==> src/rtl/dmem_bus_ctrl_pkg.sv <==
// dmem_bus_ctrl_pkg: size and state codes shared by the data-memory access unit and the core decoder
package dmem_bus_ctrl_pkg;
  localparam logic [1:0] SZ_BYTE = 2'b00;
  localparam logic [1:0] SZ_HALF = 2'b01;
  localparam logic [1:0] SZ_WORD = 2'b10;
  typedef enum logic [1:0] {ST_IDLE, ST_WAIT, ST_RESP} state_t;
endpackage

==> src/rtl/dmem_bus_ctrl_if.sv <==
// dmem_bus_ctrl_if: word-wide req/ack data-memory bus
interface dmem_bus_ctrl_if #(parameter int ADDR_W = 32);
  logic b_req;
  logic b_we;
  logic [3:0] b_be;
  logic [ADDR_W-1:0] b_addr;
  logic [31:0] b_wdata;
  logic [31:0] b_rdata;
  logic b_ack;
  modport master(output b_req, b_we, b_be, b_addr, b_wdata, input b_rdata, b_ack);
  modport slave(input b_req, b_we, b_be, b_addr, b_wdata, output b_rdata, b_ack);
endinterface

==> src/rtl/dmem_lane_align.sv <==
// dmem_lane_align: byte enables, store lane replication, load right-alignment; mis only under DMEM_MISALIGN_TRAP_EN
module dmem_lane_align
  import dmem_bus_ctrl_pkg::*;
(
  input  logic [1:0]  size,
  input  logic [1:0]  a,
  input  logic [31:0] wdata,
  input  logic [31:0] rdata,
  output logic [3:0]  be,
  output logic [31:0] lane_wdata,
  output logic [31:0] aligned_rdata,
  output logic        mis
);
  logic [1:0] off;
  logic [31:0] sh;
  always_comb begin
    off = size == SZ_BYTE ? a : size == SZ_HALF ? {a[1], 1'b0} : 2'b00;
    be = size == SZ_BYTE ? 4'b0001 << off : size == SZ_HALF ? 4'b0011 << off : 4'b1111;
    lane_wdata = size == SZ_BYTE ? {4{wdata[7:0]}} : size == SZ_HALF ? {2{wdata[15:0]}} : wdata;
    sh = rdata >> {off, 3'b000};
    aligned_rdata = size == SZ_BYTE ? {24'h0, sh[7:0]} : size == SZ_HALF ? {16'h0, sh[15:0]} : sh;
`ifdef DMEM_MISALIGN_TRAP_EN
    mis = size == SZ_BYTE ? 1'b0 : size == SZ_HALF ? a[0] : |a;
`else
    mis = 1'b0;
`endif
  end
endmodule

==> src/rtl/dmem_bus_ctrl.sv <==
// dmem_bus_ctrl: data-memory access FSM with latched bus request and timeout; DMEM_MISALIGN_TRAP_EN traps misaligned accesses
module dmem_bus_ctrl
  import dmem_bus_ctrl_pkg::*;
#(
  parameter int ADDR_W = 32,
  parameter int TIMEOUT_CYCLES = 16
) (
  input  logic              clk,
  input  logic              rst,
  input  logic              c_req,
  input  logic              c_write,
  input  logic [1:0]        c_size,
  input  logic [ADDR_W-1:0] c_addr,
  input  logic [31:0]       c_wdata,
  output logic [31:0]       c_rdata,
  output logic              c_stall,
  output logic              c_err,
  dmem_bus_ctrl_if.master   bus
);
  localparam int CW = TIMEOUT_CYCLES > 1 ? $clog2(TIMEOUT_CYCLES) : 1;
  state_t state, nxt;
  logic [1:0] size_q, a_q, size_in, a_in;
  logic [CW-1:0] cnt;
  logic [31:0] rdata_q, lane_wdata, aligned_rdata;
  logic [3:0] be;
  logic err_q, mis, idle, tmo, done;
  // in IDLE the aligner looks at the incoming request, afterwards at the latched one
  assign idle = state == ST_IDLE;
  assign size_in = idle ? c_size : size_q;
  assign a_in = idle ? c_addr[1:0] : a_q;
  assign tmo = TIMEOUT_CYCLES != 0 && cnt == CW'(TIMEOUT_CYCLES - 1);
  assign done = state == ST_WAIT && (bus.b_ack || tmo);
  dmem_lane_align u_align (
    .size(size_in), .a(a_in), .wdata(c_wdata), .rdata(bus.b_rdata),
    .be(be), .lane_wdata(lane_wdata), .aligned_rdata(aligned_rdata), .mis(mis)
  );
  always_ff @(posedge clk) begin
    if (rst) begin
      state <= ST_IDLE;
      bus.b_req <= 1'b0;
    end else begin
      state <= nxt;
      bus.b_req <= nxt == ST_WAIT;
    end
  end
  always_comb begin
    nxt = state == ST_IDLE ? (c_req ? (mis ? ST_RESP : ST_WAIT) : ST_IDLE) :
          state == ST_WAIT ? (done ? ST_RESP : ST_WAIT) : ST_IDLE;
  end
  always_comb begin
    c_stall = c_req && state != ST_RESP;
    c_err = state == ST_RESP && err_q;
    c_rdata = rdata_q;
  end
  // ack wins over a simultaneous timeout
  always_ff @(posedge clk) begin
    if (rst) begin
      bus.b_we <= 1'b0;
      bus.b_be <= '0;
      bus.b_addr <= '0;
      bus.b_wdata <= '0;
      size_q <= '0;
      a_q <= '0;
      cnt <= '0;
      rdata_q <= '0;
      err_q <= 1'b0;
    end else begin
      cnt <= state == ST_WAIT ? cnt + 1'b1 : '0;
      if (idle && c_req) begin
        bus.b_we <= c_write;
        bus.b_be <= be;
        bus.b_addr <= {c_addr[ADDR_W-1:2], 2'b00};
        bus.b_wdata <= lane_wdata;
        size_q <= c_size;
        a_q <= c_addr[1:0];
        err_q <= mis;
        if (mis) rdata_q <= '0;
      end
      if (done) begin
        rdata_q <= bus.b_ack ? aligned_rdata : '0;
        err_q <= !bus.b_ack;
      end
    end
  end
endmodule
==> src/flat_wrapper.sv <==
// flat-port wrapper written by rule: the top's interface ports become plain ports
module dmem_bus_ctrl_flat import dmem_bus_ctrl_pkg::*;
#(
  parameter int ADDR_W = 32,
  parameter int TIMEOUT_CYCLES = 16
)
  (clk, rst, c_req, c_write, c_size, c_addr, c_wdata, c_rdata, c_stall, c_err, bus_b_req, bus_b_we, bus_b_be, bus_b_addr, bus_b_wdata, bus_b_rdata, bus_b_ack);
  dmem_bus_ctrl_if #(.ADDR_W(ADDR_W)) bus_i ();
  input  logic clk;
  input  logic rst;
  input  logic c_req;
  input  logic c_write;
  input  logic [1:0] c_size;
  input  logic [ADDR_W-1:0] c_addr;
  input  logic [31:0] c_wdata;
  output logic [31:0] c_rdata;
  output logic c_stall;
  output logic c_err;
  output wire logic [$bits(bus_i.b_req)-1:0] bus_b_req;
  output wire logic [$bits(bus_i.b_we)-1:0] bus_b_we;
  output wire logic [$bits(bus_i.b_be)-1:0] bus_b_be;
  output wire logic [$bits(bus_i.b_addr)-1:0] bus_b_addr;
  output wire logic [$bits(bus_i.b_wdata)-1:0] bus_b_wdata;
  input wire logic [$bits(bus_i.b_rdata)-1:0] bus_b_rdata;
  input wire logic [$bits(bus_i.b_ack)-1:0] bus_b_ack;
  assign bus_b_req = bus_i.b_req;
  assign bus_b_we = bus_i.b_we;
  assign bus_b_be = bus_i.b_be;
  assign bus_b_addr = bus_i.b_addr;
  assign bus_b_wdata = bus_i.b_wdata;
  assign bus_i.b_rdata = bus_b_rdata;
  assign bus_i.b_ack = bus_b_ack;
  dmem_bus_ctrl #(.ADDR_W(ADDR_W), .TIMEOUT_CYCLES(TIMEOUT_CYCLES)) u_core (.clk(clk), .rst(rst), .c_req(c_req), .c_write(c_write), .c_size(c_size), .c_addr(c_addr), .c_wdata(c_wdata), .c_rdata(c_rdata), .c_stall(c_stall), .c_err(c_err), .bus(bus_i));
endmodule
==> config.mk <==
export PLATFORM = sky130hd
export DESIGN_NAME = dmem_bus_ctrl_flat
export DESIGN_NICKNAME = d
export VERILOG_FILES = /design/src/rtl/dmem_bus_ctrl_pkg.sv /design/src/rtl/dmem_bus_ctrl_if.sv /design/src/rtl/dmem_lane_align.sv /design/src/rtl/dmem_bus_ctrl.sv /design/src/flat_wrapper.sv
export SDC_FILE = /design/constraint.sdc
export NUM_CORES = 1
export LEC_CHECK = 0
export BUFFER_PORTS_ARGS = -buffer_cell sky130_fd_sc_hd__buf_2
export CORE_MARGIN = 2
export CORE_UTILIZATION = 50
export CTS_CLUSTER_DIAMETER = 80
export DETAILED_ROUTE_END_ITERATION = 12
export HOLD_SLACK_MARGIN = 0.15
export PLACE_DENSITY = 0.88
export SKIP_LAST_GASP = 1
export SYNTH_ARGS = -nofsm -noshare
export SYNTH_HDL_FRONTEND = slang
export SYNTH_SLANG_ARGS = --single-unit
export TNS_END_PERCENT = 1
==> constraint.sdc <==
create_clock -name clk -period 4.5 [get_ports clk]
set_input_delay 0.45 -clock clk [delete_from_list [all_inputs] [get_ports clk]]
set_output_delay 0.45 -clock clk [all_outputs]
set_load 0.005 [all_outputs]
==> results of run 1 <==
==> cell families after synthesis <==
kind of cell / synth area share (%)
xor gates and xnor gates: 0.388
buffers and inverters: 4.68
DFF: 49.2
adders and majority gates: 0.277
AOI/OAI and AO/OA: 21.6
other: 0.0831
muxes: 3.80
and+or+nand+nor: 20.0
==> Yosys cell counts (2+ instances only) <==
cell        n
o22ai_1     8
o31ai_2     2
nand3_1     3
a31oi_1     2
o221ai_1    8
buf_1       3
nand2_1   143
o31ai_1     7
a211oi_1   16
a222oi_1    8
a311oi_1    8
inv_1       4
nor3_1      9
buf_6       3
buf_4       2
a21oi_1    51
o21ai_0    16
buf_2       5
nor2_1     41
mux2i_1    16
nand2b_1    5
dfxtp_1   111
a22oi_1     8
o21a_1      3
clkbuf_1   25
==> per-stage QoR <==
step	std cells	worst slack (ns)
after floorplan	536	2.51
after global placement	812	2.17
after detailed placement	812	2.01
after CTS	827	2.01
after global routing	827	1.74
final	827	2.00
==> area by class of cell <==
type	instances	area, um2
clock buffers	10	128
clock inverters	5	35.0
fillers	741	3050
inverters	4	15.0
multi-input cells	381	2090
flip-flops and latches	111	2220
well taps	108	135
repair buffers	208	1050
==> power groups by stage <==
stage	combinational, W	clock, W	sequential, W
after detailed placement	0.000356	0	0.00110
final	0.000357	0.000522	0.00108
after floorplan	0.000205	0	0.00110
after global routing	0.000395	0.000573	0.00108
after CTS	0.000357	0.000535	0.00108
after global placement	0.000345	0	0.00109
==> worst max-delay path, cell delays in order (launching register included) <==
cell	delay, ns
dfxtp_1	0.44
nor2_8	0.24
and2_2	0.98
buf_4	0.42
nor2_1	0.07
a211oi_1	0.25
==> worst max path at each step <==
| stage | start | end | slack, ns | depth (start not counted) |
|---|---|---|---|---|
| 4_1_cts | u_core.state[1] | u_core.bus.b_wdata[18] | 2.01 | 5 |
| 2_1_floorplan | c_size[0] | u_core.c_rdata[7] | 2.51 | 7 |
| 3_3_place_gp | u_core.state[1] | u_core.bus.b_wdata[18] | 2.17 | 5 |
| 5_1_grt | u_core.state[1] | u_core.bus.b_wdata[18] | 1.74 | 5 |
| 6_report | u_core.state[1] | u_core.bus.b_wdata[18] | 2.00 | 5 |
| 3_5_place_dp | u_core.state[1] | u_core.bus.b_wdata[18] | 2.01 | 5 |
==> metal layers <==
layer / global-route usage [%] / up-vias / wire [um] / share of wire [%]
li1: - / 2223 / - / -
met1: 31.3 / 2111 / 5210 / 41
met3: 5.53 / 29 / 991 / 7.7
met2: 42.2 / 206 / 6330 / 49
met4: 10.5 / 0 / 329 / 2.6
met5: 0 / - / 0 / 0
==> registers in the layout, summed over array words and instances, names as in the netlist, 2 cells and up <==
name,flops
u_core.bus.b_wdata,32
u_core.state,2
u_core.a_q,2
u_core.cnt,4
u_core.size_q,2
u_core.c_rdata,32
u_core.bus.b_addr,30
u_core.bus.b_be,4
==> impl_results.md, run 1 <==
- ANT nets after route: 0
- DRC violations left: 0
- Dpl hpwl: 9430 um
- Crit-path max FO: 69
- Largest cells by area after synthesis: dfxtp_1 49%, nand2_1 12%, a21oi_1 5.7%
- Yosys top cell by area: dfxtp_1
- Critical path startpoint category: flop
- Avg Inst Size Synth: 8.44 um2
- R2R setup slack: 2.00 ns
- Clock Tree Buf Depth: 2
- Hold_sp: c_addr[23]
- Pleak: approximately 2.6 nW
- Worst r2r src: u_core.state[1]
- Yosys cell types: between 50 and 60
- Clock Sinks: roughly 110
- Status: finished, final reports clean
- Int Pwr: ~0.0014 W
- Largest net degree at the start of global routing: 85
- Reg power frac: a little under three fifths
- Tot GR Track Use: about 25%
- # rows: 34
- WP data arrival: 2.77 ns
- Ys async rst share: 0%
- Die Y: approximately 100 um
- Critical path type: reg -> reg
- Core area: slightly below 9000 um2
- Netlist Area Pre-Place: between 4000 and 5000 um2
- Worst-path clk slew: about 0.11 ns
- Die area: 9800 um2
- Worst r2r path cells: 5
- RSZ-0062 raised after global routing: no
- Top FF cell, synth: dfxtp_1
- Gr ovfl total: 0
- Max Cap Viol: 0
- Vias/cell: between 5 and 6
- IO Pins: approximately 210
- Setup bufs post-CTS: 0
- Switching Power: between 0.0005 and 0.0006 W
- Iter 0 DRT Violations: roughly 450
- Switching Fraction: between 20 and 30%
- Area grow syn2layout: 25.7%
- TritonCTS clock tree: done
- Drt wl/cell: between 15 and 20 um
- F_max: 400 MHz
- Final hold viol count: 0
- Total power: around 0.0020 W
- Hold Path Depth: 3
- Fin crit period: 2.50 ns
- Seq/Total Area, Yosys: about half
- Diode count: 0
- #FFs+latches synth: approximately 110
- Worst Tran Pin Value: ~1.2 ns
- Drt total wl: between 10000 and 15000 um
- Number of global-route vias before repair: about 4.3k
- Via count: approximately 4.6k
- Clock Skew: about 0.013 ns
- Max VDD drop: approximately 0.23 mV
- CP endpoint kind: flop
- Slew Limit Headroom: approximately a fifth
- GPL Wtd Cong: 0.940
- CP required: 4.77 ns
- Worst hold endpoint: u_core.bus.b_addr[23]
- First-pass GRT wire length: roughly 20000 um
- Fraction of the cycle the final worst path needs: 55.6%
- Commonest non-fill, non-tap cell in the layout: buf_2
- Drt first pass iters: 8
- Clock Latency Late Sink: about 0.36 ns
- Yosys top cell area share: 49.2%
- Final instance area: approximately 5700 um2
- Commonest cells after routing, fill and taps aside: 204 x buf_2, 142 x nand2_1, 111 x dfxtp_1
- Die width: 99.0 um
- # resized after CTS: 0
- Synth warnings: 0
- Final setup violation count: 0
- Post-synth EDFFs: 0
- Tightest Hold Check Type: in -> reg
- Final nets: between 800 and 900
- CTS H-Tree Depth: 3
- Share of post-route cells with drive strength above 1: approximately 33%
- Port Buffers: ~200
- Clk pwr share: between 20% and 30%
- Clock root buffer: clkbuf_8
- Max-slew violation count: 0
- PwrDens: around 340 nW/um2
- Hold Buf Count CTS: 0
- Starting Density: 51.8%
- Logic gate share of total power: 18.3%
- Hold Slack: between 0.3 and 0.4 ns
- Num CTS Buffers: 9
- Utilization after layout: between 60% and 70%
- Initial antenna violation count: 0
- Setup tns final: 0 ns
- Reg-to-Reg End: u_core.bus.b_wdata[18]
- DP Area: ~5500 um2
- Post-Synthesis Cells: between 500 and 600
Power figures use the tool's default switching activity.
==> run 2: changes to the inputs <==
Settings changed: CORE_UTILIZATION 50 to 42, PLACE_DENSITY 0.88 to 0.79.
Clock period 4.5 ns to 2.2 ns, I/O delays scaled along.
==> run 2 against run 1 <==
Against the previous run: critical path depth rose by 3; setup slack worse by 1.9 ns; combinational power is 140% higher; sequential power up 100%; wire length increased by 14%; flip-flop and latch count did not move; largest power group unchanged.
==> impl_results.md, run 2 (same netlist as run 1, synthesis figures left out) <==
- Final hold viol count: 0 (unchanged)
- Crit-path max FO: 11 (-84%)
- R2R setup slack: 0.16 ns (-1.84 ns)
- Dpl hpwl: 9840 um (+4.4%)
- CTS H-Tree Depth: 3 (unchanged)
- Commonest cells after routing, fill and taps aside: 204 x buf_2, 141 x nand2_1, 111 x dfxtp_1
- Area grow syn2layout: 41.7%
- Place WS: 0.117 ns (-1.90 ns)
- Iter 0 DRT Violations: 562 (+24%)
- Register area: 2220 um2 (unchanged)
- Max Cap Viol: 0 (unchanged)
- WP data arrival: 2.44 ns (-0.33 ns)
- IO Pins: 207 (unchanged)
- DRC violations left: 0 (unchanged)
- Clock Tree Buf Depth: 2 (unchanged)
- Drt first pass iters: 6 (-2)
- Clock Sinks: 111 (unchanged)
- F_max: 470 MHz
- Final setup violation count: 0 (unchanged)
- Final nets: 883 (+7.8%)
- Final WS setup: 0.0713 ns (-1.93 ns)
- Clock root buffer: clkbuf_8
- Switching Fraction: 28.7% (-0.18 points)
- Reg power frac: 51.5% (-3.5 points)
- Number of global-route vias before repair: 4787 (+12%)
- CP endpoint kind: flop
- ANT nets after route: 0 (unchanged)
- Worst r2r src: u_core.state[1]
- Commonest non-fill, non-tap cell in the layout: buf_2
- RSZ-0062 raised after global routing: yes
- Drt total wl: 14700 um (+14%)
- PwrDens: 669 nW/um2 (+94%)
- Multi-input logic area: 2100 um2 (+0.36%)
- Port Buffers: 204 (unchanged)
- Share of post-route cells with drive strength above 1: 31.5% (-1.3 points)
- Vias/cell: 5.32 (-3.7%)
- TritonCTS clock tree: done
- Hold Slack: 0.165 ns (-0.146 ns)
- Die area: 11600 um2 (+18%)
- Fraction of the cycle the final worst path needs: about 97%
- Slew Limit Headroom: 48.0% (+27 points)
- Core area: 10400 um2 (+19%)
- Diode count: 0 (unchanged)
- Worst-path clk slew: 0.10 ns (about the same)
- Largest net degree at the start of global routing: 78 (-8.2%)
- Die width: 108 um (+8.7%)
- Pleak: 2.93 nW (+11%)
- Switching Power: 0.00123 W (+120%)
- # rows: 37 (+8.8%)
- Via count: 4896 (+7.2%)
- Fin crit period: 2.13 ns
- Clock Skew: 0.0100 ns (-0.00275 ns)
- First-pass GRT wire length: 23000 um (+13%)
- GPL Wtd Cong: 0.957 (+1.8%)
- # fillers: 886 (+20%)
- CP required: 2.51 ns (-2.26 ns)
- Clk pwr share: 28.7% (+2.0 points)
- Status: finished, final reports clean
- Max-slew violation count: 0 (unchanged)
- Num CTS Buffers: 9 (unchanged)
- Starting Density: 43.5% (-8.2 points)
- Drt wl/cell: 15.9 um (+2.5%)
- Die Y: 108 um (+8.7%)
- Clock Latency Late Sink: 0.37 ns (about the same)
- Logic gate share of total power: 19.9% (+1.6 points)
- Critical path startpoint category: input pin
- Tot GR Track Use: 24.8% (-0.39 points)
- Gr ovfl total: 0 (unchanged)
- Hold_sp: rst
- Max VDD drop: 0.329 mV (+42%)
- Int Pwr: 0.00305 W (+120%)
- Critical path type: in -> reg
- Critical path origin: c_size[1]
- Tightest Hold Check Type: in -> reg
- Initial antenna violation count: 0 (unchanged)
- Worst Tran Pin Value: 0.781 ns (-0.404 ns)
run 2: cell types whose count changed in the layout (fill, tap and decap cells not counted), sizes merged:
cell	before	now
bufinv	0	1
buf	208	215
dlygate4sd3	0	57
clkbuf	10	9
inv	5	6
run 2: layer usage:
layer	vias to the layer above	routed length, um	track usage [%]
li1	2349	-	-
met1	2263	5680	28.7
met2	255	7520	44.0
met3	29	1090	4.24
met4	0	374	11.6
met5	-	0	0
run 2: cell type report:
class | instances | area share, %
clock inverter | 7 | 1.10
inverter | 4 | 0.235
tap | 136 | 2.66
sequential | 111 | 34.7
multi-input combinational | 381 | 32.8
timing repair buffer | 272 | 26.6
clock buffer | 9 | 1.94
run 2: power groups by stage:
stage / sequential [W] / combinational, W / clock (W)
final: 0.00220 / 0.000850 / 0.00123
after global routing: 0.00221 / 0.000934 / 0.00133
after CTS: 0.00220 / 0.000836 / 0.00126
after detailed placement: 0.00225 / 0.000754 / 0
after global placement: 0.00224 / 0.000738 / 0
after floorplan: 0.00224 / 0.000420 / 0
run 2: worst paths after layout:
check / depth (start not counted) / end
setup / recovery: 8 / u_core.c_rdata[11]
hold / removal: 2 / u_core.c_rdata[26]
setup reg to reg: 6 / u_core.c_rdata[11]
hold reg to reg: 2 / u_core.c_rdata[14]
run 2: what timing repair did:
action                                 4_1_cts  5_1_grt
endpoints found under the hold margin       57        0
hold buffers                                57        0
setup endpoints to repair                    0       11
gates resized for setup                      0        2
buffers inserted                             0        0
run 2: worst max-delay path, cell delays in order:
cell           delay [ns]
dlygate4sd3_1        0.55
buf_2                0.16
or4_4                0.52
o31a_1               0.21
o21ai_4              0.33
buf_4                0.22
o221ai_1             0.11
nand2_1              0.11
run 2: per-stage QoR:
step	TNS (ns)	total power, W	std cells	util, %	cell area (um2)
3_3_place_gp	0	0.00298	847	54.2	5620
2_1_floorplan	0	0.00266	536	-	4520
3_5_place_dp	0	0.00300	847	54.2	5620
4_1_cts	0	0.00430	920	61.6	6390
6_report	0	0.00428	920	61.7	6400
5_1_grt	-0.0873	0.00448	920	61.7	6400
